[src/rtl/wb_arbiter.sv]
// Round-robin arbiter sharing the single ROB writeback port between NUM_REQ
// execution units. The winner is picked combinationally from rr_ptr_q onward,
// its payload is registered and presented to the ROB one cycle later.
//
// Ports:
//   clk_i, rstn_i          clock, synchronous active-low reset
//   flush_i                drop in-flight writeback, suppress grants, reset pointer
//   req_valid_i            per-requester result available
//   req_ready_o            one-hot grant (combinational from valid, pointer, flush)
//   req_rob_idx_i          packed ROB indices, slice i = [i*ROB_IDX_W +: ROB_IDX_W]
//   req_result_i           packed results, slice i = [i*DATA_W +: DATA_W]
//   req_new_pc_i           packed next PCs
//   req_branch_taken_i     per-requester branch taken flag
//   wb_valid_o, wb_*_o     registered writeback toward the ROB
//   grant_idx_o            requester index held in the wb register (0 when idle)
module wb_arbiter #(
    parameter int unsigned NUM_REQ   = 3,
    parameter int unsigned ROB_IDX_W = 3,
    parameter int unsigned DATA_W    = 32
) (
    input  logic                           clk_i,
    input  logic                           rstn_i,
    input  logic                           flush_i,
    input  logic [NUM_REQ-1:0]             req_valid_i,
    output logic [NUM_REQ-1:0]             req_ready_o,
    input  logic [NUM_REQ*ROB_IDX_W-1:0]   req_rob_idx_i,
    input  logic [NUM_REQ*DATA_W-1:0]      req_result_i,
    input  logic [NUM_REQ*DATA_W-1:0]      req_new_pc_i,
    input  logic [NUM_REQ-1:0]             req_branch_taken_i,
    output logic                           wb_valid_o,
    output logic [ROB_IDX_W-1:0]           wb_rob_idx_o,
    output logic [DATA_W-1:0]              wb_result_o,
    output logic [DATA_W-1:0]              wb_new_pc_o,
    output logic                           wb_branch_taken_o,
    output logic [$clog2(NUM_REQ)-1:0]     grant_idx_o
);

    localparam int unsigned IDX_W = $clog2(NUM_REQ);

    logic [IDX_W-1:0] rr_ptr_q;
    logic [IDX_W-1:0] grant_idx_c;
    logic [IDX_W-1:0] cand_c;
    logic             grant_any_c;
    logic [NUM_REQ-1:0] grant_c;

    // Circular priority search starting at rr_ptr_q; flush suppresses any grant.
    always_comb begin
        grant_c     = '0;
        grant_idx_c = '0;
        grant_any_c = 1'b0;
        cand_c      = '0;
        for (int j = 0; j < NUM_REQ; j++) begin
            cand_c = IDX_W'((32'(rr_ptr_q) + 32'(j)) % NUM_REQ);
            if (!grant_any_c && !flush_i && req_valid_i[cand_c]) begin
                grant_any_c     = 1'b1;
                grant_idx_c     = cand_c;
                grant_c[cand_c] = 1'b1;
            end
        end
    end

    assign req_ready_o = grant_c;

    // Pointer and writeback register; payload is zeroed whenever nothing is granted.
    always_ff @(posedge clk_i) begin
        if (!rstn_i || flush_i) begin
            rr_ptr_q          <= '0;
            wb_valid_o        <= 1'b0;
            wb_rob_idx_o      <= '0;
            wb_result_o       <= '0;
            wb_new_pc_o       <= '0;
            wb_branch_taken_o <= 1'b0;
            grant_idx_o       <= '0;
        end else if (grant_any_c) begin
            rr_ptr_q          <= (grant_idx_c == IDX_W'(NUM_REQ - 1)) ? '0
                                                                      : grant_idx_c + IDX_W'(1);
            wb_valid_o        <= 1'b1;
            wb_rob_idx_o      <= req_rob_idx_i[32'(grant_idx_c) * ROB_IDX_W +: ROB_IDX_W];
            wb_result_o       <= req_result_i[32'(grant_idx_c) * DATA_W +: DATA_W];
            wb_new_pc_o       <= req_new_pc_i[32'(grant_idx_c) * DATA_W +: DATA_W];
            wb_branch_taken_o <= req_branch_taken_i[grant_idx_c];
            grant_idx_o       <= grant_idx_c;
        end else begin
            wb_valid_o        <= 1'b0;
            wb_rob_idx_o      <= '0;
            wb_result_o       <= '0;
            wb_new_pc_o       <= '0;
            wb_branch_taken_o <= 1'b0;
            grant_idx_o       <= '0;
        end
    end

endmodule
[config.mk]
export PLATFORM = sky130hd
export DESIGN_NAME = wb_arbiter
export DESIGN_NICKNAME = d
export VERILOG_FILES = /design/src/rtl/wb_arbiter.sv
export SDC_FILE = /design/constraint.sdc
export NUM_CORES = 1
export LEC_CHECK = 0
export CORE_AREA = 2 2 109 111
export CTS_BUF_LIST = sky130_fd_sc_hd__clkbuf_8
export DETAILED_ROUTE_END_ITERATION = 6
export DIE_AREA = 0 0 111 113
export HOLD_SLACK_MARGIN = 0.08
export PLACE_DENSITY_LB_ADDON = 0.15
export SETUP_SLACK_MARGIN = 0.3
export SYNTH_ARGS = -nofsm -noshare
export SYNTH_HDL_FRONTEND = slang
export SYNTH_SLANG_ARGS = --single-unit
[constraint.sdc]
create_clock -name clk_i -period 6.75 [get_ports clk_i]
set_input_delay 2.025 -clock clk_i [delete_from_list [all_inputs] [get_ports clk_i]]
set_output_delay 2.025 -clock clk_i [all_outputs]
set_load 0.02 [all_outputs]
=== Word-level counts from Yosys, hierarchy flattened ===
Cells that the tools add are included.

* Bitwise logic cells: 3
* $add $sub $neg: 3
* Equal/unequal tests: 1
* Reduce and logical (&&, ||, !) cells: 14
* Shifts and indexed selects: 3
* Order comparisons: 7
* Div/mod/pow operators: 3
* Multiplexer cells: 25
* Multipliers: 1

{| class="wikitable"
|+ Operators by type and width
! kind !! number
|-
| 96-bit by 8-bit indexed part select with 32-bit output || 2
|-
| 32-bit by 2-bit remainder unit with 32-bit output (second input constant) || 2
|-
| 2-bit by 2-bit remainder unit with 32-bit output (second input constant) || 1
|-
| 2-bit by 3-bit less-than comparator with 1-bit output (second input constant) || 4
|-
| 1-bit two-way mux || 11
|-
| 3-bit two-way mux || 3
|-
| 9-bit by 5-bit indexed part select with 3-bit output || 1
|-
| 1-bit binary-select mux with 2-bit select || 4
|-
| 1-bit logical AND || 8
|-
| 2-bit two-way mux || 4
|-
| 1-bit demux with 2-bit select || 3
|-
| 2-bit by 1-bit >= comparator with 1-bit output (second input constant) || 3
|-
| 3-bit bitwise OR || 2
|-
| 1-bit logical NOT || 4
|-
| 2-bit by 2-bit multiplier with 4-bit output (second input constant) || 1
|-
| 2-bit by 1-bit adder with 3-bit output (second input constant) || 1
|-
| 2-bit by 2-bit adder with 3-bit output (second input constant) || 1
|-
| 2-bit by 1-bit adder with 2-bit output (second input constant) || 1
|-
| 2-bit == test (second input constant) || 1
|-
| 2-bit OR reduction || 1
|-
| 1-bit logical OR || 1
|-
| 1-bit NOT || 1
|}

* Register bits after elaboration: 73

=== Depth between registers and ports, before layout ===
Gate-level depths: netlist of the first run.

* Depth in word-level cells: 15
* Mapped depth: 11

=== Least setup slack after synthesis of the first run ===
No wires, ideal clock.

* Path kind: in2out
* From: in req_valid_i[0]
* To: out req_ready_o[0]
* Setup slack: 1.536 ns
* Data required time: 4.725 ns
* Stages on the path: 6
* Buffers on the path: 0
* Arrival time: 3.189 ns
* Cell sequence: mux2_4 -> a2111oi_4 -> nor2_1 -> nor3_1 -> a22oi_1 -> nand2_1

* Word-level cells in the longest chain between the ends: 12
* Elaborated cells on any way between the ends: 20
* Classes of those cells: mux (11); bitwise (2); reduce/logical (7)

{| class="wikitable"
|+ RTL lines
! what !! RTL line !! text
|-
| start, declared || 24 || <nowiki>input logic [NUM_REQ-1:0] req_valid_i,</nowiki>
|-
| 1-bit binary-select mux with 2-bit select || 54 || <nowiki>if (!grant_any_c && !flush_i && req_valid_i[cand_c]) begin</nowiki>
|-
| 1-bit two-way mux (implied by the code) || 54 ||
|-
| 1-bit logical AND || 54 ||
|-
| 1-bit two-way mux || 54 ||
|-
| 1-bit logical NOT || 54 ||
|-
| 1-bit logical AND (2 in a row) || 54 ||
|-
| 1-bit two-way mux || 54 ||
|-
| 1-bit logical NOT || 54 ||
|-
| 1-bit logical AND (2 in a row) || 54 ||
|-
| 3-bit two-way mux * || 54 ||
|-
| end, declared || 25 || <nowiki>output logic [NUM_REQ-1:0] req_ready_o,</nowiki>
|}

Every way passes the cells marked *; elsewhere a longest branch is shown, timed or not. The select of a mux whose other input is x is not followed.

=== Worst setup path in the final report of the first run ===
* From: in req_valid_i[2]
* To: out req_ready_o[0]

Same word-level chain as after synthesis.

==> results of run 1 <==
==> path summary, 6_finish.rpt <==
path	endpoint	cells past startpoint
hold reg to reg	rr_ptr_q[0]	2
setup / recovery	req_ready_o[0]	8
hold / removal	rr_ptr_q[0]	2
setup reg to reg	wb_result_o[29]	9
==> where the power goes <==
group          internal, mW  switching (mW)
combinational         0.239           0.203
clock                 0.140           0.171
sequential            0.464          0.0102
total                 0.843           0.384
==> flip-flops by register name, summed over array words and instances, names as in the netlist <==
signal / flops
wb_new_pc_o: 32
wb_branch_taken_o: 1
wb_valid_o: 1
grant_idx_o: 2
wb_result_o: 32
wb_rob_idx_o: 3
rr_ptr_q: 2
==> logic make-up after synthesis <==
family	Yosys count
simple gates	169
flops	73
compound gates	94
buf+inv	108
fa+ha+maj	4
mux	3
==> timing repair <==
action,4_1_cts,5_1_grt
endpoints found under the hold margin,0,0
setup endpoints to repair,0,3
gates resized for setup,0,4
==> placed cells by master (no fill, tap or decap), types with 2 or more instances in the layout <==
cell type / count
a22oi_1: 3
clkbuf_8: 10
clkinvlp_4: 3
o32ai_2: 68
inv_1: 74
dfxtp_1: 73
ha_1: 4
nand2_1: 8
buf_4: 7
o22ai_1: 2
o21ai_1: 3
nor2_1: 141
clkinv_2: 2
mux2i_2: 2
a21oi_1: 2
nor3_1: 2
clkdlybuf4s50_1: 282
nor2b_1: 4
nand2b_1: 4
o221ai_1: 2
and3_1: 2
a21boi_1: 2
==> worst max-delay path, cell delays in order <==
cell and delay [ns]:
clkdlybuf4s50_1 0.55, mux2_4 0.35, a2111oi_4 0.29, nor2_1 0.11
nor3_2 0.19, a22oi_1 0.13, nand2_1 0.09, clkdlybuf4s50_1 0.60
==> cell type report <==
class                      instances  area share [%]
clock inverter                     5           0.457
timing repair buffer             290            40.5
clock buffer                      10            1.93
tap                              143            2.51
multi-input combinational        270            30.1
sequential                        73            20.5
inverter                          74            3.90
==> metal layers <==
metal | GRT usage (%) | part of all wire, % | wire [µm]
met5 | 0 | 0 | 0
met4 | 9.83 | 2.9 | 418
met3 | 5.84 | 7.5 | 1100
met2 | 40.5 | 50 | 7280
met1 | 26.2 | 40 | 5800
==> Implementation_results.wiki, run 1 <==
{| class="wikitable"
! Metric !! Value
|-
| Run status || complete, no violations
|-
| Simple-gate share of the synthesized area || 16.7%
|-
| Share of layout cells above drive strength 1 || 14.3%
|-
| Distinct cell type count after synthesis || 41
|-
| Number of antenna violations at the first check in global routing || 0
|-
| Critical path class || in -> out
|-
| Root Driver || clkbuf_8
|-
| Number of setup buffers added after CTS || 0
|-
| First-pass GRT wire length || 22.8 mm
|-
| Placeable core area || 11300 µm²
|-
| Worst path setup slack after routing || 0.383 ns
|-
| Crit. Startpoint || req_valid_i[2]
|-
| Power density normalized to cell area || 172 nW/µm²
|-
| Final total negative setup slack || 0 ns
|-
| Final estimated routing congestion in global placement || 0.906
|-
| Final count of pins violating max slew || 0
|-
| Area growth syn-to-layout || 73.4%
|-
| Design Power || 1.23 mW
|-
| Portion of the clock cycle consumed by the worst path in the final layout || 94.3%
|-
| Count of nets left with antenna violations after detail routing || 0
|-
| Slew Limit Headroom || 20.4%
|-
| Worst setup slack before clock tree synthesis || 0.324 ns
|-
| Cell types occupying the most area after synthesis || dfxtp_1 (36%), o32ai_2 (27%), nor2_1 (13%)
|-
| Mean number of vias per cell || 4.89
|-
| Nature of the critical path startpoint || primary input
|-
| Instance area after placement || 6940 µm²
|-
| Nets@finish || 932
|-
| Top cells by instance count after synthesis || nor2_1 (141), inv_1 (74), dfxtp_1 (73)
|-
| Post-Route Skew || 0.0131 ns
|-
| Fraction of synthesized cell area taken by the top area cell type || 35.6%
|-
| Global router's overall resource usage || 22.9%
|-
| Worst skew pair latency || 0.36 ns
|-
| Reg area || 1460 µm²
|-
| Utilization of the core after routing || 63.2%
|-
| Most frequent cell after synthesis || nor2_1
|-
| Fraction of synthesized area in multiplexers || 0.945%
|-
| Cell area after synthesis || 4110 µm²
|-
| Endpoint class of the critical path || output port
|-
| Sinks on the clock net || 73
|-
| Number of search-and-repair iterations in the first detailed-routing pass || 4
|-
| Largest family of logic cells by synthesized area || compound AO/OA/AOI/OAI gates
|-
| Overall via count from detail_route || 4226
|-
| Hold-fix buffers, CTS || 0
|-
| Hold_sp || rr_ptr_q[0]
|-
| Antenna fix cells || 0
|-
| Worst hold slack || 0.605 ns
|-
| Area leader, netlist || dfxtp_1
|-
| Die height || 113 µm
|-
| Starting density of the core || 36.4%
|-
| Synth warn || 0
|-
| Level count of the clock H-tree || 3
|-
| Number of nets in the synthesized netlist || 665
|-
| Starting DRT DRC Count || 236
|-
| FP Rows || 39
|-
| Maximum achievable frequency || 157 MHz
|-
| Number of cells in the design after placement || 850
|-
| Standby leakage power || 2.89 nW
|-
| Critical path required time || 4.72 ns
|-
| I/O pin cnt || 284
|-
| Final Non-Filler Cells || 865
|-
| Area of all placed cells without fillers || 7120 µm²
|-
| Slew at the pin closest to its max-slew limit || 1.19 ns
|-
| Register-to-register setup slack || 3.30 ns
|-
| Final hold viol count || 0
|-
| HPWL after DPL || 11.0 mm
|-
| Clock slew at reported path FFs || 0.07 ns
|-
| Post-Synthesis Mean Instance Area || 9.11 µm²
|-
| Startpoint of the worst register-to-register path || rr_ptr_q[0]
|-
| Top flip-flop cell by instance count after synthesis || dfxtp_1
|-
| Number of register bits inferred by synthesis || 73
|-
| Filler cells || 960
|-
| Post-synthesis instance total || 451
|-
| Post-Synth XOR/XNOR Area || 0%
|-
| Die outline area || 12500 µm²
|-
| TritonCTS clock tree || done
|-
| Number of CTS-inserted buffers || 9
|-
| Number of global-route vias before repair || 4319
|-
| Number of enable-type register cells in the synthesized netlist || 0
|-
| Minimum clock period || 6.37 ns
|-
| Crit Path Max Fanout || 8
|-
| DRC violations left || 0
|-
| Setup repair after global routing missed its margin || false
|-
| Sum of routed wire length over all layers || 14.6 mm
|-
| Setup-violating endpoint count in the final report || 0
|-
| Buffers added on ports || 283
|-
| Fraction of the mapped netlist area in compound gates || 32.5%
|-
| Maximum number of pins on one net before global-route repair || 69
|-
| Fraction of registers with async set/reset || 0%
|-
| GRT overflow || 0
|-
| Worst Hold Class || reg -> reg
|-
| Die width || 111 µm
|-
| Count of maximum capacitance violations || 0
|-
| Area taken by multi-input logic gates || 2150 µm²
|-
| Area share of fa/ha/maj cells after synthesis || 1.22%
|-
| Seq/Total Area, Yosys || 35.6%
|-
| Average wire per cell in the routed design || 16.9 µm
|-
| Crit path arrival time || 4.34 ns
|-
| Worst IR drop on VDD || 0.0000870 V
|-
| Maximum number of buffers from clock root to sink || 2
|}
(Power assumes the default switching activity.)
==> run 2, diff against run 1 <==
SKIP_CTS_REPAIR_TIMING = 1   (was unset)
==> results of run 2 <==
No change in the layout: final DEF, timing and power equal those of run 1.
